==> src/rtl/slot_config_scanner.sv <==
// Serial DIR/CHAN scanner for the converter bus: shifts one frame per scan,
// debounces identical frames and publishes registered per-slot configuration.
module slot_config_scanner #(
   parameter int N_SLOTS       = 4,
   parameter int CLK_DIV       = 8,
   parameter int STABLE_FRAMES = 3,
   parameter int FRAME_GAP     = 16
) (
   input  logic               clk,
   input  logic               reset,
   input  logic               scan_enable,
   input  logic               custom_dirchan,
   output logic               custom_srclk,
   output logic               scan_load,
   output logic [N_SLOTS-1:0] directions,
   output logic [N_SLOTS-1:0] channels,
   output logic [N_SLOTS-1:0] slot_out_en,
   output logic               config_valid,
   output logic               config_changed,
   output logic               scan_busy
);

   localparam int FRAME_W  = 2 * N_SLOTS;
   localparam int LOAD_LEN = 2 * CLK_DIV;
   localparam int MAX_LEN  = (LOAD_LEN > FRAME_GAP) ? LOAD_LEN : FRAME_GAP;
   localparam int CNT_W    = $clog2(MAX_LEN + 1);
   localparam int BIT_W    = $clog2(FRAME_W);
   localparam int SC_W     = $clog2(STABLE_FRAMES + 1);

   if (N_SLOTS < 1 || N_SLOTS > 16) begin : g_badSlots
      $error("N_SLOTS must be in 1..16");
   end
   if (CLK_DIV < 1) begin : g_badDiv
      $error("CLK_DIV must be at least 1");
   end
   if (STABLE_FRAMES < 1 || STABLE_FRAMES > 15) begin : g_badStable
      $error("STABLE_FRAMES must be in 1..15");
   end
   if (FRAME_GAP < 1) begin : g_badGap
      $error("FRAME_GAP must be at least 1");
   end

   typedef enum logic [2:0] {
      S_IDLE,
      S_LOAD,
      S_SHIFT,
      S_COMPARE,
      S_GAP
   } state_t;

   state_t             r_state;
   logic [CNT_W-1:0]   r_cnt;
   logic [BIT_W-1:0]   r_bit;
   logic               r_half;
   logic [FRAME_W-1:0] r_frame;
   logic [FRAME_W-1:0] r_lastFrame;
   logic [SC_W-1:0]    r_stableCnt;
   logic               r_srclk;
   logic               r_load;
   logic               r_busy;
   logic [N_SLOTS-1:0] r_dirs;
   logic [N_SLOTS-1:0] r_chans;
   logic [N_SLOTS-1:0] r_outEn;
   logic               r_valid;
   logic               r_changed;

   state_t             w_nextState;
   logic [CNT_W-1:0]   w_nextCnt;
   logic [BIT_W-1:0]   w_nextBit;
   logic               w_nextHalf;
   logic               w_sample;
   logic               w_abort;
   logic               w_match;
   logic [SC_W:0]      w_cntInc;
   logic [SC_W-1:0]    w_newCnt;
   logic               w_commit;
   logic               w_differs;
   logic [N_SLOTS-1:0] w_newDirs;
   logic [N_SLOTS-1:0] w_newChans;

   always_comb begin
      w_nextState = r_state;
      w_nextCnt   = r_cnt;
      w_nextBit   = r_bit;
      w_nextHalf  = r_half;
      w_sample    = 1'b0;
      unique case (r_state)
         S_IDLE: begin
            if (scan_enable) begin
               w_nextState = S_LOAD;
               w_nextCnt   = '0;
            end
         end
         S_LOAD: begin
            if (!scan_enable) begin
               w_nextState = S_IDLE;
               w_nextCnt   = '0;
            end else if (r_cnt == CNT_W'(LOAD_LEN - 1)) begin
               w_nextState = S_SHIFT;
               w_nextCnt   = '0;
               w_nextBit   = '0;
               w_nextHalf  = 1'b0;
            end else begin
               w_nextCnt = r_cnt + 1'b1;
            end
         end
         // Each bit is a low half followed by a high half; the bit is taken
         // on the clk that ends the high half, i.e. where srclk falls.
         S_SHIFT: begin
            if (!scan_enable) begin
               w_nextState = S_IDLE;
               w_nextCnt   = '0;
               w_nextHalf  = 1'b0;
            end else if (r_cnt == CNT_W'(CLK_DIV - 1)) begin
               w_nextCnt = '0;
               if (!r_half) begin
                  w_nextHalf = 1'b1;
               end else begin
                  w_sample   = 1'b1;
                  w_nextHalf = 1'b0;
                  if (r_bit == BIT_W'(FRAME_W - 1)) begin
                     w_nextState = S_COMPARE;
                  end else begin
                     w_nextBit = r_bit + 1'b1;
                  end
               end
            end else begin
               w_nextCnt = r_cnt + 1'b1;
            end
         end
         S_COMPARE: begin
            w_nextState = S_GAP;
            w_nextCnt   = '0;
         end
         S_GAP: begin
            if (r_cnt == CNT_W'(FRAME_GAP - 1)) begin
               w_nextState = scan_enable ? S_LOAD : S_IDLE;
               w_nextCnt   = '0;
            end else begin
               w_nextCnt = r_cnt + 1'b1;
            end
         end
         default: begin
            w_nextState = S_IDLE;
            w_nextCnt   = '0;
         end
      endcase
   end

   // Debounce: a commit happens only on the frame that brings the count up
   // to STABLE_FRAMES, so a saturated count does not re-commit every frame.
   always_comb begin
      w_abort    = ((r_state == S_LOAD) || (r_state == S_SHIFT)) && !scan_enable;
      w_match    = (r_frame == r_lastFrame);
      w_cntInc   = {1'b0, r_stableCnt} + 1'b1;
      w_newCnt   = SC_W'(1);
      if (w_match) begin
         if (w_cntInc > (SC_W + 1)'(STABLE_FRAMES)) begin
            w_newCnt = SC_W'(STABLE_FRAMES);
         end else begin
            w_newCnt = w_cntInc[SC_W-1:0];
         end
      end
      w_commit = (r_state == S_COMPARE) && (w_newCnt == SC_W'(STABLE_FRAMES)) &&
                 ((r_stableCnt != SC_W'(STABLE_FRAMES)) || !w_match);
      w_newDirs  = '0;
      w_newChans = '0;
      for (int i = 0; i < N_SLOTS; i++) begin
         w_newDirs[i]  = r_frame[2*i];
         w_newChans[i] = r_frame[2*i+1];
      end
      w_differs = (w_newDirs != r_dirs) || (w_newChans != r_chans) || !r_valid;
   end

   always_ff @(posedge clk or negedge reset) begin
      if (!reset) begin
         r_state <= S_IDLE;
         r_cnt   <= '0;
         r_bit   <= '0;
         r_half  <= 1'b0;
      end else begin
         r_state <= w_nextState;
         r_cnt   <= w_nextCnt;
         r_bit   <= w_nextBit;
         r_half  <= w_nextHalf;
      end
   end

   always_ff @(posedge clk or negedge reset) begin
      if (!reset) begin
         r_srclk <= 1'b0;
         r_load  <= 1'b0;
         r_busy  <= 1'b0;
      end else begin
         r_srclk <= (w_nextState == S_SHIFT) && w_nextHalf;
         r_load  <= (w_nextState == S_LOAD);
         r_busy  <= (w_nextState != S_IDLE);
      end
   end

   always_ff @(posedge clk or negedge reset) begin
      if (!reset) begin
         r_frame <= '0;
      end else if (w_abort) begin
         r_frame <= '0;
      end else if (w_sample) begin
         r_frame[r_bit] <= custom_dirchan;
      end
   end

   always_ff @(posedge clk or negedge reset) begin
      if (!reset) begin
         r_lastFrame <= '0;
         r_stableCnt <= '0;
      end else if (w_abort) begin
         r_stableCnt <= '0;
      end else if (r_state == S_COMPARE) begin
         r_lastFrame <= r_frame;
         r_stableCnt <= w_newCnt;
      end
   end

   // Committed configuration; output enables follow the new directions in
   // the same clk so a slot is never driven while it is marked as an ADC.
   always_ff @(posedge clk or negedge reset) begin
      if (!reset) begin
         r_dirs    <= '0;
         r_chans   <= '0;
         r_outEn   <= '0;
         r_valid   <= 1'b0;
         r_changed <= 1'b0;
      end else begin
         r_changed <= w_commit && w_differs;
         if (w_commit) begin
            r_dirs  <= w_newDirs;
            r_chans <= w_newChans;
            r_outEn <= ~w_newDirs;
            r_valid <= 1'b1;
         end
      end
   end

   assign custom_srclk   = r_srclk;
   assign scan_load      = r_load;
   assign scan_busy      = r_busy;
   assign directions     = r_dirs;
   assign channels       = r_chans;
   assign slot_out_en    = r_outEn;
   assign config_valid   = r_valid;
   assign config_changed = r_changed;

endmodule

==> config.mk <==
export PLATFORM = sky130hd
export DESIGN_NAME = slot_config_scanner
export DESIGN_NICKNAME = d
export VERILOG_FILES = /design/src/rtl/slot_config_scanner.sv
export SDC_FILE = /design/constraint.sdc
export NUM_CORES = 1
export LEC_CHECK = 0
export CORE_MARGIN = 4
export CORE_UTILIZATION = 40
export CTS_CLUSTER_SIZE = 20
export DETAILED_ROUTE_END_ITERATION = 12
export PLACE_DENSITY_LB_ADDON = 0.15
export SLEW_MARGIN = 20
export SYNTH_ARGS = -nofsm -noshare
export SYNTH_HDL_FRONTEND = slang
export SYNTH_SLANG_ARGS = --single-unit
==> constraint.sdc <==
create_clock -name clk -period 4.3 [get_ports clk]
set_clock_uncertainty 0.15 [all_clocks]
set_input_delay 0.86 -clock clk [delete_from_list [all_inputs] [get_ports clk]]
set_output_delay 0.86 -clock clk [all_outputs]
set_load 0.02 [all_outputs]
# Yosys cells after proc, flatten, opt, wreduce, memory -nomap -nowiden
# Cells that the tools add are included.
dict set report totals {
  ff_bits 47
  latchBits 0
  ram_bits 0
  romBits 0
  out_inout_bits 17
  mem_count 0
}
dict set report classes {
  addsub 3
  mul 0
  div_mod_pow 0
  n_lt_le_gt_ge 3
  eq_ne 21
  n_shift 0
  n_mux 42
  bitwise 2
  n_reduce_logical 20
}
# op count
set ops {}
lappend ops {{3-bit 2-to-1 mux} 14}
lappend ops {{5-bit 2-to-1 mux} 5}
lappend ops {{5-bit one-hot mux with 4 select lines} 1}
lappend ops {{8-bit 2-to-1 mux} 2}
lappend ops {{2-bit != test, second input constant} 8}
lappend ops {{3-bit one-hot mux with 5 select lines} 1}
lappend ops {{1-bit 2-to-1 mux} 11}
lappend ops {{3-bit by 2-bit equality test with 1-bit output, second input constant} 3}
lappend ops {{8-bit bitwise mux} 1}
lappend ops {{8-bit equality test} 1}
lappend ops {{2-bit 2-to-1 mux} 4}
lappend ops {{4-bit != test} 2}
lappend ops {{7-bit AND reduction} 1}
lappend ops {{3-bit by 1-bit equality test with 1-bit output, second input constant} 2}
lappend ops {{3-bit equality test, second input constant} 2}
lappend ops {{1-bit logical AND} 6}
lappend ops {{3-bit one-hot mux with 2 select lines} 1}
lappend ops {{2-bit nonzero test} 3}
lappend ops {{5-bit by 1-bit adder with 5-bit output, second input constant} 1}
lappend ops {{5-bit by 3-bit equality test with 1-bit output, second input constant} 1}
lappend ops {{5-bit by 4-bit equality test with 1-bit output, second input constant} 1}
lappend ops {{1-bit logical OR} 4}
lappend ops {{3-bit by 4-bit < comparator with 1-bit output, second input constant} 1}
lappend ops {{4-bit NOT} 1}
lappend ops {{other kinds (12)} 14}

# Longest topological paths before layout
dict set report logic_depth {
  ltp_word 8
  mapped_depth 8
  mapped_depth_nobuf 8
}

# Worst setup path after synthesis
# No wires, ideal clock.
dict set report synth_timing {
  path_type {in2reg}
  startpoint {input port scan_enable}
  endpoint {register r_cnt[3]}
  setup_ps 121
  arrival_time_ps 1983
  slack_ps 2046
  cell_stages 4
  n_path_buf 1
  cell_sequence {clkbuf_1 -> nor4_1 -> nor3_1 -> a22o_1}
}
dict set report synth_via {
  elab_chain_len 2
  word_cells_on_any_way 4
  classes_between {eq/ne (1); mux (3)}
}
# element line_no
set synth_rtl {}
lappend synth_rtl {{from (decl)} 11} ;# input logic scan_enable,
lappend synth_rtl {{5-bit 2-to-1 mux (on tied branches)} {110, 95}}
lappend synth_rtl {{5-bit one-hot mux with 4 select lines} 87} ;# unique case (r_state)
lappend synth_rtl {{to (signal assigned)} 183} ;# r_cnt <= w_nextCnt;
lappend synth_rtl {{to (decl)} 52} ;# logic [CNT_W-1:0] r_cnt;
# Parallel ways exist; a longest one is shown, timed or not.
# A chain may end at the register's enable or synchronous reset.

# Final worst setup path
# Ends and elaborated chain as after synthesis.

==> impl_metrics.yaml <==
run_status:
  status: "finished, final reports clean"
global_route:
  antenna_found_initial: 0
  grtUsageTotal_pct: 12.8
  overflow: 0
  grt_first_pass_wirelength_um: 7460
  grt_pass1_vias: 1526
  grt_max_degree: 48
die:
  die_h_um: 85.1
  die_w_um: 85.1
  rows: 27
  num_io_pins: 21
  initial_core_util_pct: 42.1
  dieArea_mm2: 0.00723
  core_area_mm2: 0.00564
clock_tree:
  cts_buffer_depth: 2
  clk_latency_ns: 0.30
  cts.sinks: 47
  path_clk_slew_ns: 0.09
  htree_levels: 2
  cts_hold_buf: 0
  cts_resized: 0
  tritoncts: "done"
  cts_buffers: 5
  cts_root_buf: "clkbuf_8"
  cts_setup_buffers: 0
detailed_routing:
  finalWirelength_um: 4320
  avgRoutedWirePerCell_um: 14.6
  drt-vias-per-instance: 5.21
  initialDrtViolationCount: 56
  vias: 1538
  drc: 0
  first_pass_iters: 4
  postRouteAntennaNets: 0
layout:
  antenna_cells: 0
  multi_input_area_mm2: 0.00112
  regArea_mm2: 0.00118
  area_growth_pct: 16.2
  final_net_count: 232
  fillers: 519
  drive_gt1_share_pct: 15.2
worst_setup_path:
  crit_path_max_incr_delay_ns: 0.88
  reg2reg_to: "directions[3]$_DFFE_PN0P_"
  cp_num_buf_inv: 1
  timing.critical_path.cells: "clkdlybuf4s50_1 -> nor4_1 -> nor3_1 -> a22o_1"
  crit_arrival_ns: 2.75
  cpMaxStageDelayCell: "nor4_1"
  cp_top_family: "simple AND/OR/NAND/NOR gates"
  critPathLaunchType: "input port"
  worstSetupPathType: "input port to flip-flop"
  rr_worst_depth: 4
  r2r_start: "r_state[1]$_DFF_PN0_"
  end_kind: "flip-flop"
  reg2reg_slack_ns: 1.66
  critPathRequiredTime_ns: 4.34
  path_max_fanout: 12
min_path:
  worstHoldPathType: "flip-flop to flip-flop"
  whs_path_depth: 1
  hold_end: "config_changed$_DFF_PN0_"
  hp-start: "config_valid$_DFFE_PN0P_"
timing:
  tightest_slew_ns: 0.910
  maxSlewHeadroom_pct: 38.8
  post-route-period-util_pct: 63.0
  timing.fmax_ghz: 0.369
  min_period_ns: 2.71
  maxSlewViolCount: 0
  setup_slack_ns: 1.59
  rsz0062_at_grt: "no"
  fin_tns_setup_ns: 0
  setup_viol: 0
  hold_viol_final: 0
power:
  power_frac_comb_pct: 3.3
  ir_drop_mv: 0.183
  seqPwrFrac_pct: 52.4
  power_frac_clock_pct: 44.4
  p_int_mw: 0.687
  power_density_mw_per_mm2: 310
  power_switching_mw: 0.169
  p_leak_nw: 1.34
  netSwitchingFraction_pct: 19.8
synth:
  yosysWarnings: 0
  avgSynthCellArea_um2: 11.8
  synth.cell_area_mm2: 0.00237
  synthCells: 202
  synth_fp_nets: 212
  synth_seq_cells: 47
  synthDistinctLibCells: 47
  seq_area_frac_synth_pct: 49.5
placed_design:
  numPortBuffers: 20
  gp_congestion: 0.769
  post-dp-hpwl_um: 2930
  dpl_worst_slack_ns: 1.31
run:
  drv_cap: 0
[placed cells by master, fill, tap and decap left out, types with 2 or more instances in the layout]
master | netlist | layout
nor4_2 | 2 | 2
a21oi_1 | 2 | 2
nor4_1 | 2 | 2
nand3_1 | 5 | 5
nor3b_1 | 2 | 2
xnor2_1 | 6 | 6
nand3b_1 | 2 | 2
nand4bb_1 | 2 | 2
mux2_4 | 4 | 4
nand4_1 | 5 | 5
mux2_2 | 14 | 14
clkbuf_8 | 0 | 5
mux2i_1 | 13 | 13
ha_1 | 6 | 6
xor2_1 | 11 | 11
a21o_1 | 3 | 3
nor3_1 | 7 | 7
nand2b_1 | 3 | 3
o21ai_0 | 3 | 3
nor2b_1 | 3 | 3
o21a_1 | 3 | 3
nor2_1 | 8 | 8
clkdlybuf4s50_1 | 0 | 19
a22o_1 | 2 | 2
dfrtp_1 | 47 | 47
bufinv_16 | 0 | 2
nand2_1 | 11 | 11
inv_1 | 11 | 11
[how the worst max path moves through the flow]
stage / from / cells past startpoint / end / slack [ns]
after floorplan: scan_enable / 4 / r_cnt[3]$_DFFE_PN0P_ / 2.05
after global placement: scan_enable / 4 / r_cnt[3]$_DFFE_PN0P_ / 1.35
after detailed placement: scan_enable / 4 / r_cnt[3]$_DFFE_PN0P_ / 1.31
after CTS: r_state[0]$_DFF_PN0_ / 4 / directions[2]$_DFFE_PN0P_ / 1.64
after global routing: r_state[1]$_DFF_PN0_ / 4 / directions[3]$_DFFE_PN0P_ / 1.47
final: scan_enable / 4 / r_cnt[3]$_DFFE_PN0P_ / 1.59
[state kept, by name, indices dropped and copies added (netlist names), 2 cells and up]
signal	count
r_frame	8
r_lastFrame	8
r_cnt	5
channels	4
directions	4
slot_out_en	4
r_bit	3
r_state	3
r_stableCnt	2
[power by group through the flow]
stage	logic [mW]	registers (mW)	clock network [mW]
floorplan	0.0132	0.457	0
global placement	0.0290	0.457	0
detailed placement	0.0290	0.457	0
CTS	0.0290	0.448	0.394
global route	0.0320	0.449	0.408
finish	0.0281	0.448	0.380
[metal layers]
| layer | global-route usage [%] | vias up | wire length, um |
|---|---|---|---|
| met5 | 0 | - | 0 |
| met4 | 4.75 | 0 | 64 |
| met3 | 3.01 | 5 | 180 |
| met2 | 19.9 | 24 | 1870 |
| met1 | 17.2 | 751 | 2200 |
| li1 | - | 758 | - |
[cells by family (layout without fill, tap and decap cells)]
logic type,after synthesis,count (layout),share of synthesized area (%)
AND/OR/NAND/NOR,61,61,16.2
flip-flops,47,47,49.5
multiplexers,31,31,14.6
AO/OA/AOI/OAI,22,22,6.96
buffers and inverters,18,39,3.27
XOR/XNOR,17,17,6.27
adder cells (fa/ha/maj),6,6,3.16
[through the flow]
step	hold slack, ns	instances	power, mW	utilization, %	cell area, um2
after floorplan	0.350	202	0.470	-	2370
after global placement	0.327	287	0.486	46.5	2620
after detailed placement	0.351	287	0.486	46.5	2620
after CTS	0.367	295	0.871	48.9	2760
after global routing	0.402	295	0.889	48.9	2760
final	0.361	295	0.856	48.9	2760
[cell usage after synthesis, drive strengths merged]
| cell type | n | area (um2) |
|---|---|---|
| or2b | 1 | 7.51 |
| nand4 | 5 | 31.3 |
| xnor2 | 6 | 52.6 |
| a41o | 1 | 10.0 |
| nor3 | 8 | 45.0 |
| and4b | 1 | 10.0 |
| o32ai | 1 | 8.76 |
| nand2 | 11 | 41.3 |
| a22o | 2 | 17.5 |
| mux2 | 18 | 218 |
| mux2i | 13 | 130 |
| xor2 | 11 | 96.3 |
| buf | 5 | 28.8 |
| a31oi | 1 | 6.26 |
| a41oi | 1 | 8.76 |
| o21bai | 1 | 7.51 |
| nand2b | 3 | 18.8 |
| nand4bb | 2 | 22.5 |
| nor4bb | 1 | 10.0 |
| nor3b | 2 | 15.0 |
| o21ai | 3 | 15.0 |
| dfrtp | 47 | 1180 |
| or3b | 1 | 8.76 |
| inv | 11 | 41.3 |
| a22oi | 1 | 7.51 |
| o221ai | 1 | 8.76 |
| nor2b | 3 | 18.8 |
| a21oi | 2 | 10.0 |
| nor4b | 1 | 15.0 |
| o21a | 3 | 22.5 |
| a21o | 3 | 22.5 |
| nand3b | 2 | 15.0 |
| or4b | 1 | 10.0 |
| clkbuf | 2 | 7.51 |
| nand3 | 6 | 35.0 |
| nor2 | 8 | 30.0 |
| o2111a | 1 | 11.3 |
| ha | 6 | 75.1 |
| nor4 | 4 | 37.5 |
| o2bb2ai | 1 | 8.76 |
| and4bb | 1 | 12.5 |
[layout make-up]
class	count	area share, %
sequential	47	42.6
multi-input combinational	137	40.6
tap	72	3.27
clock inverter	2	2.18
inverter	11	1.50
timing repair buffer	20	7.17
clock buffer	6	2.63
No activity file was read; power rests on OpenSTA's default activity.
